**src/rtl/corr_frame_seq.sv**
```systemverilog
// Frame sequencer: assembles 20-sample frames in a ping-pong buffer and drives one correlator pass per frame.
// Optional peak |result| tracker is built when CORR_FRAME_SEQ_PEAK_EN is defined.
module corr_frame_seq #(
    parameter int unsigned FRAME_LEN = 20,
    parameter logic [4:0]  IDLE_TIM  = 5'd31
) (
    input  logic              clk,
    input  logic              rst,
    input  logic signed [7:0] in_data,
    input  logic              in_valid,
    output logic              in_ready,
    output logic [4:0]        corr_tim,
    output logic signed [7:0] corr_sig,
    input  logic signed [9:0] corr_con,
    input  logic              corr_rdy,
    output logic signed [9:0] res_data,
    output logic              res_valid,
    input  logic              res_ack,
    output logic              busy,
    output logic              err
`ifdef CORR_FRAME_SEQ_PEAK_EN
    ,
    output logic [9:0]        peak_mag,
    input  logic              peak_clr
`endif
);

    localparam int unsigned SAMPLE_W = 8;
    localparam int unsigned RES_W    = 10;
    localparam int unsigned TIM_W    = 5;
    localparam logic [TIM_W-1:0] LAST_IDX = TIM_W'(FRAME_LEN - 1);

    typedef enum logic {
        S_IDLE = 1'b0,
        S_RUN  = 1'b1
    } state_t;

    state_t             state_q;
    logic [SAMPLE_W-1:0] frame_q [2][FRAME_LEN];
    logic [1:0]         full_q;
    logic [1:0]         full_d;
    logic               wr_bank_q;
    logic               rd_bank_q;
    logic [TIM_W-1:0]   wr_idx_q;
    logic [TIM_W-1:0]   tim_q;
    logic [RES_W-1:0]   res_data_q;
    logic               res_valid_q;
    logic               err_q;

    logic accept;
    logic last_wr;
    logic run_last;
    logic capture;

    assign in_ready  = ~full_q[wr_bank_q];
    assign accept    = in_valid & in_ready;
    assign last_wr   = accept & (wr_idx_q == LAST_IDX);
    assign run_last  = (state_q == S_RUN) & (tim_q == LAST_IDX);
    assign capture   = run_last & corr_rdy;

    assign corr_tim  = tim_q;
    assign res_data  = res_data_q;
    assign res_valid = res_valid_q;
    assign busy      = (state_q == S_RUN);
    assign err       = err_q;

    // Sample storage; partial frames are discarded through the index/full flags, so no reset is needed.
    always_ff @(posedge clk) begin
        if (accept) begin
            frame_q[wr_bank_q][wr_idx_q] <= in_data;
        end
    end

    // Combinational read of the active bank while a pass is running.
    always_comb begin
        corr_sig = '0;
        if (state_q == S_RUN) begin
            corr_sig = frame_q[rd_bank_q][tim_q];
        end
    end

    // A bank fill and a pass release always target opposite banks, so both apply.
    always_comb begin
        full_d = full_q;
        if (last_wr) begin
            full_d[wr_bank_q] = 1'b1;
        end
        if (run_last) begin
            full_d[rd_bank_q] = 1'b0;
        end
    end

    // Write pointer, read FSM, result port and sticky error.
    always_ff @(posedge clk or posedge rst) begin
        if (rst) begin
            state_q     <= S_IDLE;
            full_q      <= '0;
            wr_bank_q   <= 1'b0;
            rd_bank_q   <= 1'b0;
            wr_idx_q    <= '0;
            tim_q       <= IDLE_TIM;
            res_data_q  <= '0;
            res_valid_q <= 1'b0;
            err_q       <= 1'b0;
        end else begin
            full_q <= full_d;

            if (accept) begin
                if (wr_idx_q == LAST_IDX) begin
                    wr_idx_q  <= '0;
                    wr_bank_q <= ~wr_bank_q;
                end else begin
                    wr_idx_q <= wr_idx_q + TIM_W'(1);
                end
            end

            if (res_valid_q && res_ack) begin
                res_valid_q <= 1'b0;
            end

            if ((corr_rdy && !run_last) || (run_last && !corr_rdy)) begin
                err_q <= 1'b1;
            end

            case (state_q)
                S_IDLE: begin
                    if (full_q[rd_bank_q] && !res_valid_q) begin
                        state_q <= S_RUN;
                        tim_q   <= '0;
                    end
                end
                S_RUN: begin
                    if (tim_q == LAST_IDX) begin
                        if (corr_rdy) begin
                            res_data_q  <= corr_con;
                            res_valid_q <= 1'b1;
                        end
                        rd_bank_q <= ~rd_bank_q;
                        tim_q     <= IDLE_TIM;
                        state_q   <= S_IDLE;
                    end else begin
                        tim_q <= tim_q + TIM_W'(1);
                    end
                end
                default: begin
                    state_q <= S_IDLE;
                    tim_q   <= IDLE_TIM;
                end
            endcase
        end
    end

`ifdef CORR_FRAME_SEQ_PEAK_EN
    logic [RES_W-1:0] con_bits;
    logic [RES_W-1:0] con_mag;
    logic [RES_W-1:0] peak_q;

    // Two's-complement magnitude; -512 maps to 512, which still fits the unsigned 10-bit field.
    assign con_bits = corr_con;
    assign con_mag  = con_bits[RES_W-1] ? (~con_bits + RES_W'(1)) : con_bits;
    assign peak_mag = peak_q;

    always_ff @(posedge clk or posedge rst) begin
        if (rst) begin
            peak_q <= '0;
        end else if (peak_clr) begin
            peak_q <= '0;
        end else if (capture && (con_mag > peak_q)) begin
            peak_q <= con_mag;
        end
    end
`else
    logic unused_capture;
    assign unused_capture = capture;
`endif

endmodule

```
**config.mk**
```make
export PLATFORM = sky130hd
export DESIGN_NAME = corr_frame_seq
export DESIGN_NICKNAME = d
export VERILOG_FILES = /design/src/rtl/corr_frame_seq.sv
export SDC_FILE = /design/constraint.sdc
export NUM_CORES = 1
export LEC_CHECK = 0
export CAP_MARGIN = 15
export CORE_MARGIN = 5
export CORE_UTILIZATION = 40
export CTS_BUF_LIST = sky130_fd_sc_hd__clkbuf_4
export DETAILED_ROUTE_END_ITERATION = 12
export DONT_BUFFER_PORTS = 1
export GPL_TIMING_DRIVEN = 0
export PLACE_DENSITY = 0.64
export REMOVE_ABC_BUFFERS = 1
export SYNTH_ARGS = -nofsm -noshare
export SYNTH_HDL_FRONTEND = slang
export SYNTH_SLANG_ARGS = --single-unit
```
**constraint.sdc**
```tcl
create_clock -name clk -period 4.25 [get_ports clk]
set_input_delay 0 -clock clk [delete_from_list [all_inputs] [get_ports clk]]
set_output_delay 0 -clock clk [all_outputs]
set_load 0.05 [all_outputs]
```
---- Word level (Yosys, flattened, before mapping) ----
Memory sizes are Yosys's and may differ from the RTL's.
Cells that the tools add are included.
operators by class
  $add $sub $neg .......................... 2
  $lt $le $gt $ge ......................... 7
  equal/unequal tests ..................... 3
  muxes and demuxes ....................... 29
  bitwise logic cells ..................... 12
  reductions and logical operators ........ 14
operators with widths
  kind                                                                   number
  160-bit 2-to-1 mux                                                     1
  8-bit binary-select mux with 5-bit select                              1
  8-bit demux with 5-bit select                                          1
  8-bit 2-to-1 mux                                                       4
  5-bit 2-to-1 mux                                                       3
  1-bit 2-to-1 mux                                                       13
  6-bit >= comparator (second input constant)                            2
  5-bit NOT with 6-bit output                                            2
  5-bit by 1-bit adder with 5-bit output (second input constant)         2
  5-bit == test (second input constant)                                  2
  5-bit case mux with 2 select lines                                     1
  1-bit logical AND                                                      7
  6-bit by 1-bit < comparator with 1-bit output (second input constant)  1
  1-bit by 2-bit < comparator with 1-bit output (second input constant)  2
  2-bit 2-to-1 mux                                                       2
  1-bit NOT                                                              4
  2-bit AND reduction                                                    2
  1-bit bitwise AND                                                      3
  1-bit logical NOT                                                      3
  3-bit AND reduction                                                    1
  2-bit bitwise AND                                                      1
  1-bit demux with 1-bit select                                          2
  1-bit >= comparator (second input constant)                            2
  2-bit inequality test (second input constant)                          1
  other kinds (4)                                                        4
storage, ports and cells
  register bits ........................... 27
  bits in writable memories ............... 320
  input port bits ......................... 23
  output and inout bits ................... 27
  word-level logic and storage cells ...... 77
  memories ................................ 1
memory list
  name     words  bits a word  rd ports  clocked after Yosys merged registers in  wr ports  RTL line  RTL
  frame_q  2      160          1         0                                        1         39        logic [SAMPLE_W-1:0] frame_q [2][FRAME_LEN];

---- Logic depth before layout (Yosys ltp) ----
Gate-level depths: netlist of run 1.
  depth in word-level cells ............... 8
  depth in mapped cells ................... 8
  depth with buffers taken out ............ 4

---- Worst setup path after synthesis of run 1 ----
OpenSTA, ideal clock, no wires.
  path kind ............................... register -> output
  start point ............................. register tim_q[1], in the netlist corr_tim[1]
  end point ............................... output port corr_sig[4]
  arrival ................................. 2.968 ns
  required time ........................... 4.250 ns
  path slack .............................. 1.282 ns
  cell stages (with the launch flop) ...... 7
  path buffers ............................ 2
  cells stage by stage .................... dfstp_2 buf_4 nand3b_1 dlygate4sd1_1 o221ai_1 a221oi_1 o32ai_1
on the way
  cells in the longest elaborated chain, start to end .. 5
RTL lines
  item                                                  RTL line  RTL
  start: declaration                                    45        logic [TIM_W-1:0] tim_q;
  start signal: assignment                              142       tim_q <= tim_q + TIM_W'(1);
  5-bit NOT with 6-bit output (not written as such)     78        corr_sig = frame_q[rd_bank_q][tim_q];
  8-bit binary-select mux with 5-bit select             78
  8-bit 2-to-1 mux (not written as such) (2 in series)  78
  8-bit 2-to-1 mux                                      77        if (state_q == S_RUN) begin
  end: declaration                                      13        output logic signed [7:0] corr_sig,
No other way between the ends. The select of a mux whose other input is x is not followed.

---- Worst setup path in the final report of run 1 ----
  start point ............................. register tim_q[1], in the netlist corr_tim[1]
  end point ............................... output port corr_sig[0]
The elaborated chain is that of the path after synthesis.

==> results of run 1 <==
==> metal layers <==
| metal | vias up | share of wire, % | GRT usage (%) |
|---|---|---|---|
| li1 | 3161 | - | - |
| met1 | 3661 | 43 | 21.7 |
| met2 | 251 | 49 | 25.5 |
| met3 | 41 | 6.6 | 4.07 |
| met4 | 0 | 1.6 | 5.04 |
| met5 | - | 0 | 0 |
==> stage by stage <==
stage	power, uW	utilization, %	TNS [ns]
after CTS	10000	46.2	0
after floorplan	6300	-	-14.69
final	9910	46.4	0
after detailed placement	7170	41.7	0
after global placement	7140	41.1	-45.54
after global routing	10400	46.4	0
==> state kept, by name (all words and copies together) (netlist names) <==
register   cells
frame_q      320
res_data      10
corr_tim       5
wr_idx_q       5
full_q         2
busy           1
err            1
rd_bank_q      1
res_valid      1
wr_bank_q      1
==> worst min-delay path by stage <==
stage | start | end
after CTS | rst | res_data[3]$_DFFE_PP0P_
after global placement | res_ack | res_valid$_DFF_PP0_
final | corr_rdy | err$_DFFE_PP0P_
after floorplan | rst | busy$_DFF_PP0_
after global routing | corr_rdy | err$_DFFE_PP0P_
after detailed placement | in_data[1] | frame_q[0][25]$_DFFE_PP_
==> cell families (layout without fill, tap and decap cells) <==
logic type	Yosys count	in the layout	synth area share, %
AOI/OAI and AO/OA	69	69	3.91
xor gates and xnor gates	2	2	0.126
adders and majority gates	5	5	0.452
buffers and inverters	45	216	2.53
DFF	347	347	74.3
muxes	133	133	15.3
other	0	1	0
and+or+nand+nor	98	98	3.41
==> final cells by class <==
class                   instances  area [um2]
diodes                          1        2.50
fillers                      2964       18400
inverters                      12        45.0
well taps                     455         569
clock buffers                 121         908
flip-flops and latches        347       10300
multi-input cells             307        3280
clock inverters                30         169
repair buffers                 53         657
==> worst max-delay path, stage by stage, from the launching register on <==
cell,delay [ns]
dfstp_4,1.00
nand3b_1,0.71
o221ai_1,0.41
a221oi_1,0.14
o32ai_2,1.04
==> placed cells by master, fill, tap and decap left out, types with 5 or more instances in the layout <==
master / n
a211oi_1: 8
a21oi_1: 8
a221oi_1: 16
and2_1: 8
buf_12: 8
buf_4: 5
clkbuf_4: 121
clkinv_1: 25
dfrtp_1: 21
dlygate4sd3_1: 34
edfxtp_1: 320
ha_1: 5
inv_1: 10
mux2_2: 20
mux2i_1: 57
mux4_1: 16
mux4_2: 40
nand2_1: 19
nor2_1: 39
nor3_1: 5
o221ai_1: 16
o32ai_2: 8
or2b_1: 7
==> what timing repair did <==
item | 4_1_cts | 5_1_grt
setup endpoints to repair | 8 | 0
resized for setup | 2 | 0
hold buffers | 41 | 1
buffers inserted | 0 | 0
hold endpoints to repair | 372 | 7
==> power breakdown <==
group | internal [uW] | switching, uW
logic | 1120 | 1690
registers | 3910 | 475
clock network | 1440 | 1280
==> flow_summary.toml, run 1 <==
[status]
status = "finished, final reports clean"

[synth]
netlist_instances = 699
yosysTopAreaCellShare_pct = 69.4
synth.distinct_cells = 48
avgSynthCellArea_um2 = 19.8
ys_ff_latch = 347
ys_seq_area_share_pct = 74.3
yosysMostFrequentCell = "edfxtp_1"
yosysTopAreaCell = "edfxtp_1"
synthTopCellsByCount = "edfxtp_1 (320), mux2i_1 (57), mux4_2 (40)"
postSynth.asyncResetShare_pct = 7.78
ys.flop_type = "edfxtp_1"
synth_warnings = 0
synth_edf_count = 320
synth_area_leaders = "edfxtp_1 (69%), mux4_2 (6.5%), mux2i_1 (4.1%), dfrtp_1 (4.0%), mux4_1 (3.0%)"
synthesis.area_um2 = 13900

[die]
core_area_um2 = 34400
die_area_um2 = 38500
die_w_um = 196
std_cell_rows = 68
pin_count = 50
die_h_um = 196
initial_core_util_pct = 40.3

[setup_path]
criticalPathCategory = "flop to output port"
worstSetupEndpoint = "corr_sig[0]"
reg2regPathDepth = 6
cp.arrival_ns = 3.99
cp_data_required_time_ns = 4.25
startpoint = "corr_tim[1]$_DFFE_PP1P_"
r2r_end = "res_data[6]$_DFFE_PP0P_"
cp_max_fo = 32
reg2reg_from = "corr_tim[0]$_DFFE_PP1P_"
worstSetupEndpointType = "output port"
r2r_slack_ns = 0.92
start_kind = "flop"

[route]
avgRoutedWirePerCell_um = 23.1
vias_per_cell = 5.37
dr.pass1.iters = 5
num_vias = 7114
routed_wirelength_um = 30600
drc = 0
drt-initial-drc-count = 565
drtAntennaViolNets = 0

[placed_design]
placed_area_um2 = 14300
place.gp.congestion = 0.851
numPortBuffers = 0
hpwl_um = 17700
place_inst = 1131
dp_slack_ns = 0.403

[timing]
finalCriticalPeriod_ns = 3.99
setup_viol = 0
fin_crit_sh_pct = 93.8
drv_slew = 0
max_freq_ghz = 0.251
skew_ns = 0.0414
hold_ws_ns = 0.124
tightestPinTransition_ns = 1.17
rsz0062_at_grt = "no"
final_hold_viol_count = 0
layout_setup_ws_ns = 0.264
relSlewSlack_pct = 21.9

[global_route]
antenna_found_initial = 1
globalRouteOverflowTotal = 0
grt_util_all_layers_pct = 15.9
grt_pass1_vias = 7418
grt_max_degree = 46
grt_pass1_wl_um = 45800

[cells_and_area]
final_area_um2 = 15900
layoutNonFillerInstCount = 1326
drive_gt1_share_pct = 25.6
final_nets = 835
syn_to_final_growth_pct = 15.0

[power]
power_density_nw_per_um2 = 622
ir_drop_v = 0.000433
leakagePower_uw = 0.00531

[clock_network]
cts_sinks = 347
clock_latency_ns = 0.70
htree_levels = 3
cts_buffers = 86
cts-root-buf = "clkbuf_4"
clk_transition_reported_paths_ns = 0.07
clockBufferDepth = 3
tritoncts = "built"

[min_path]
hold-path-cell-count = 3
hp-class = "input pin to flop"

[flow_run]
drv_cap = 0
(Power assumes the default switching activity.)
==> run 2: changes to the inputs <==
--- a/config.mk
+++ b/config.mk
@@ -6,6 +6,7 @@
 export NUM_CORES = 1
 export LEC_CHECK = 0
 export CAP_MARGIN = 15
+export CORE_ASPECT_RATIO = 0.8
 export CORE_MARGIN = 5
 export CORE_UTILIZATION = 40
 export CTS_BUF_LIST = sky130_fd_sc_hd__clkbuf_4
@@ -13,6 +14,7 @@
 export DONT_BUFFER_PORTS = 1
 export GPL_TIMING_DRIVEN = 0
 export PLACE_DENSITY = 0.64
+export RECOVER_POWER = 50
 export REMOVE_ABC_BUFFERS = 1
 export SYNTH_ARGS = -nofsm -noshare
 export SYNTH_HDL_FRONTEND = slang
==> run 2 against run 1 <==
Hold slack worse by 0.038 ns. Sequential cell count unchanged. The run now ends with capacitance limit, slew limit left. Setup slack worse by 0.025 ns. Utilization down 0.056 points. First-iteration DRC count up 17%. Wire length down 1.0%. Die area about the same.
==> flow_summary.toml, run 2 (synthesis gave the netlist of run 1 again) <==
[cells_and_area]
final_common_cell = "edfxtp_1"
drive_gt1_share_pct = 25.2
largest_register_ffs = 320
fillers = 2960
multi_input_area_um2 = 3370
top_register = "frame_q"
regArea_um2 = 10300
final_nets = 833
post-route-util_pct = 46.3
final_cell_mix = "edfxtp_1 (320), clkbuf_4 (127), mux2i_1 (57)"
syn_to_final_growth_pct = 15.3
layoutNonFillerInstCount = 1336

[status]
status = "complete, but fails checks"
violations = "capacitance limit, slew limit"

[placed_design]
place.gp.congestion = 0.747
place_inst = 1146
hpwl_um = 17600
dp_slack_ns = 0.227
numPortBuffers = 0

[timing]
drv_slew = 328
hold_ws_ns = 0.0856
setup_viol = 0
fin_crit_sh_pct = 94.4
skew_ns = 0.0458
final_hold_viol_count = 0
finalCriticalPeriod_ns = 4.01
max_freq_ghz = 0.249
relSlewSlack_pct = -27.9
rsz0062_at_grt = "no"
tightestPinTransition_ns = 1.92
layout_setup_ws_ns = 0.239

[global_route]
grt_pass1_vias = 7307
grt_use_met2_pct = 24.0
top_usage_layer = "met2"
antenna_found_initial = 3
grt_util_all_layers_pct = 16.0
grt_use_met1_pct = 22.3
grt_pass1_wl_um = 45500
grtUsageMet3_pct = 5.11
globalRouteOverflowTotal = 0
grt_max_degree = 48

[min_path]
hp-class = "input pin to flop"
min-delay-start = "in_valid"
hold-path-cell-count = 3
worst_hold_path.endpoint = "frame_q[0][28]$_DFFE_PP_"

[setup_path]
start_kind = "flop"
cp_max_fo = 32
r2r_slack_ns = 0.95
worstSetupEndpointType = "output port"
criticalPathCategory = "flop to output port"
cp_data_required_time_ns = 4.25
reg2regPathDepth = 6
reg2reg_from = "corr_tim[0]$_DFFE_PP1P_"
cp.arrival_ns = 4.01
r2r_end = "res_data[0]$_DFFE_PP0P_"

[clock_network]
post-cts-setup-buffers = 0
htree_levels = 3
cts-root-buf = "clkbuf_4"
clk_transition_reported_paths_ns = 0.07
clockBufferDepth = 3
cts_sinks = 347
tritoncts = "built"
cts_buffers = 85
clock_latency_ns = 0.77

[die]
std_cell_rows = 61
core_area_um2 = 34500
pin_count = 50
die_area_um2 = 38500
initial_core_util_pct = 40.2
die_h_um = 176
die_w_um = 218

[route]
avgRoutedWirePerCell_um = 22.7
drc = 0
drt-initial-drc-count = 660
vias_per_cell = 5.31
num_vias = 7099
routed_wirelength_um = 30300
dr.pass1.iters = 9
drtAntennaViolNets = 0

[power]
report.power.total_uw = 10300
power_density_nw_per_um2 = 645
ir_drop_v = 0.000322
leakagePower_uw = 0.00527

[flow_run]
drv_cap = 8
-- run 2: stage by stage --
step | instance area (um2) | TNS, ns
after floorplan | 13500 | -14.69
after global placement | 14100 | -46.35
after detailed placement | 14300 | 0
after CTS | 16000 | 0
after global routing | 16000 | 0
final | 16000 | 0
-- run 2: routing by layer --
metal	vias to the layer above	wire (um)
met5	-	0
met4	0	499
met3	39	2410
met2	275	14100
met1	3642	13300
li1	3143	-
-- run 2: report_power, final --
part | switching [uW] | internal, uW | total, uW
combinational | 1730 | 1200 | 2930
clock | 1290 | 1660 | 2940
sequential | 506 | 3910 | 4420
total | 3530 | 6770 | 10300
-- run 2: cell type report --
type                    count  area share, %
diodes                      3         0.0470
clock buffers             127           5.97
clock inverters            16           1.22
inverters                  12          0.282
multi-input cells         307           21.1
flip-flops and latches    347           64.5
well taps                 472           3.70
repair buffers             52           3.19
-- run 2: timing repair --
| item | in CTS | in global routing |
|---|---|---|
| cloned | 0 | 0 |
| endpoints found under the hold margin | 417 | 0 |
| setup endpoints to repair | 8 | 6 |
| gates resized for setup | 3 | 6 |
| hold buffers | 44 | 0 |
-- run 2: how the worst max path moves through the flow --
stage	to	depth (start not counted)	start	slack, ns
CTS	corr_sig[3]	4	corr_tim[1]$_DFFE_PP1P_	0.02
floorplan	corr_sig[6]	4	rd_bank_q$_DFFE_PP0P_	-1.59
finish	corr_sig[1]	4	corr_tim[1]$_DFFE_PP1P_	0.24
detailed placement	corr_sig[6]	4	corr_tim[1]$_DFFE_PP1P_	0.23
global route	corr_sig[1]	4	corr_tim[1]$_DFFE_PP1P_	0.03
global placement	corr_sig[6]	4	rd_bank_q$_DFFE_PP0P_	-3.95
-- run 2: worst max-delay path, stage by stage (launching register included) --
cell	delay, ns
dfstp_4	1.01
nand3b_1	0.69
o221ai_1	0.47
a221oi_1	0.13
o32ai_2	0.91
==> run 3: changes to the inputs <==
--- a/config.mk
+++ b/config.mk
@@ -9,12 +9,11 @@
 export CORE_ASPECT_RATIO = 0.8
 export CORE_MARGIN = 5
 export CORE_UTILIZATION = 40
-export CTS_BUF_LIST = sky130_fd_sc_hd__clkbuf_4
+export CTS_BUF_LIST = sky130_fd_sc_hd__clkbuf_8 sky130_fd_sc_hd__clkbuf_16
 export DETAILED_ROUTE_END_ITERATION = 12
 export DONT_BUFFER_PORTS = 1
 export GPL_TIMING_DRIVEN = 0
 export PLACE_DENSITY = 0.64
-export RECOVER_POWER = 50
 export REMOVE_ABC_BUFFERS = 1
 export SYNTH_ARGS = -nofsm -noshare
 export SYNTH_HDL_FRONTEND = slang
==> run 3 against run 2 <==
The run now ends clean. Combinational power fell by 6%. Largest cell class unchanged. Die area did not move. First-iteration DRC count fell by 4.1%. Sequential share of layout area rose by 0.18 points. Cell area fell by 0.27%. Cell count fell by 7.3%. Clock power rose by 6%. Setup slack improved by 0.15 ns. Maximum frequency rose by 3.8%. Register-to-register slack improved by 0.22 ns. Non-clock buffer count fell by 11. Wire length fell by 3.9%.
==> flow_summary.toml, run 3 (synthesis gave the netlist of run 1 again) <==
[route]
num_vias = 6727
avgRoutedWirePerCell_um = 23.5
drtAntennaViolNets = 0
routed_wirelength_um = 29200
drc = 0
dr.pass1.iters = 5
drt-initial-drc-count = 633
vias_per_cell = 5.43

[cells_and_area]
largest_register_ffs = 320
final_cell_mix = "edfxtp_1 (320), mux2i_1 (57), mux4_2 (40)"
drive_gt1_share_pct = 18.5
final_common_cell = "edfxtp_1"
fillers = 2912
final_nets = 771
n_antenna_cell = 0
final_area_um2 = 15900
layoutNonFillerInstCount = 1239
syn_to_final_growth_pct = 15.0
top_register = "frame_q"

[power]
power_density_nw_per_um2 = 647
report.power.total_uw = 10300
ir_drop_v = 0.000345
leakagePower_uw = 0.00518

[timing]
layout_setup_ws_ns = 0.384
max_freq_ghz = 0.259
tightestPinTransition_ns = 1.16
setup_viol = 0
relSlewSlack_pct = 23.1
skew_ns = 0.0136
rsz0062_at_grt = "no"
fin_crit_sh_pct = 91.0
drv_slew = 0
finalCriticalPeriod_ns = 3.87
final_hold_viol_count = 0

[die]
die_w_um = 218
std_cell_rows = 61
pin_count = 50
initial_core_util_pct = 40.2
core_area_um2 = 34500
die_area_um2 = 38500
die_h_um = 176

[placed_design]
dp_slack_ns = 0.227
place.gp.congestion = 0.747
place_inst = 1146
numPortBuffers = 0
placed_area_um2 = 14300
hpwl_um = 17600

[clock_network]
post-cts-setup-buffers = 0
tritoncts = "built"
cts_sinks = 347
htree_levels = 2
clockBufferDepth = 3
cts_buffers = 34
clk_transition_reported_paths_ns = 0.07
clock_latency_ns = 0.52
cts-root-buf = "clkbuf_16"

[setup_path]
worstPathCellList = "nand3b_1 > o221ai_1 > a221oi_1 > o32ai_2"
start_kind = "flop"
cp.arrival_ns = 3.87
r2r_end = "res_valid$_DFF_PP0_"
reg2regPathDepth = 6
worstSetupEndpointType = "output port"
cp_data_required_time_ns = 4.25
startpoint = "corr_tim[1]$_DFFE_PP1P_"
critPathMaxStageDelay_ns = 1.03
slowest_stage = "dfstp_4"
cp_max_fo = 32
reg2reg_from = "corr_tim[0]$_DFFE_PP1P_"
worstSetupEndpoint = "corr_sig[6]"
criticalPathCategory = "flop to output port"
r2r_slack_ns = 1.17

[status]
status = "finished, final reports clean"

[flow_run]
drv_cap = 0

[global_route]
antenna_found_initial = 0
grt_pass1_vias = 6851
grt_pass1_wl_um = 43900
globalRouteOverflowTotal = 0
grt_max_degree = 48
grt_util_all_layers_pct = 15.2

[min_path]
hp-class = "input pin to flop"
[run 3: metal layers]
metal	vias to the layer above	GRT usage [%]	share of wire (%)
met4	0	4.32	2.3
met2	226	23.2	46
li1	2952	-	-
met5	-	0	0
met3	45	3.45	6.6
met1	3504	22.2	45
[run 3: through the flow]
step	TNS, ns	hold WS, ns	util, %
after floorplan	-14.69	0.0490	-
after global placement	-46.35	0.102	41.0
after detailed placement	0	0.102	41.6
after CTS	0	0.00650	46.1
after global routing	0	0.0675	46.2
final	0	0.0535	46.2
[run 3: final cells by class]
cell class	instances	area [um2]	share of cell area [%]
Multi-Input combinational cell	307	3290	20.7
Inverter	12	45.0	0.283
Clock inverter	23	226	1.42
Tap cell	472	591	3.71
Timing Repair Buffer	41	548	3.44
Sequential cell	347	10300	64.7
Clock buffer	37	926	5.81
[run 3: report_power, final]
group | internal [uW] | switching [uW] | total (uW)
registers | 3910 | 509 | 4420
logic | 1110 | 1650 | 2760
clock network | 1870 | 1250 | 3120
[run 3: worst min path at each step]
stage	start	endpoint	cells after the start
6_report	corr_rdy	err$_DFFE_PP0P_	2
4_1_cts	corr_rdy	err$_DFFE_PP0P_	2
3_3_place_gp	res_ack	res_valid$_DFF_PP0_	1
3_5_place_dp	in_data[4]	frame_q[1][68]$_DFFE_PP_	0
2_1_floorplan	rst	busy$_DFF_PP0_	1
5_1_grt	corr_rdy	err$_DFFE_PP0P_	2
[run 3: critical path, delay by kind of cell, from the launching register on]
family | cells | cell delay, ns
simple gates | 1 | 0.69
compound gates | 3 | 1.61
flops | 1 | 1.03
[run 3: timing repair]
| action | 4_1_cts | 5_1_grt |
|---|---|---|
| hold buffers | 31 | 1 |
| setup endpoints to repair | 8 | 0 |
| gates resized for setup | 2 | 0 |
| hold endpoints to repair | 359 | 3 |
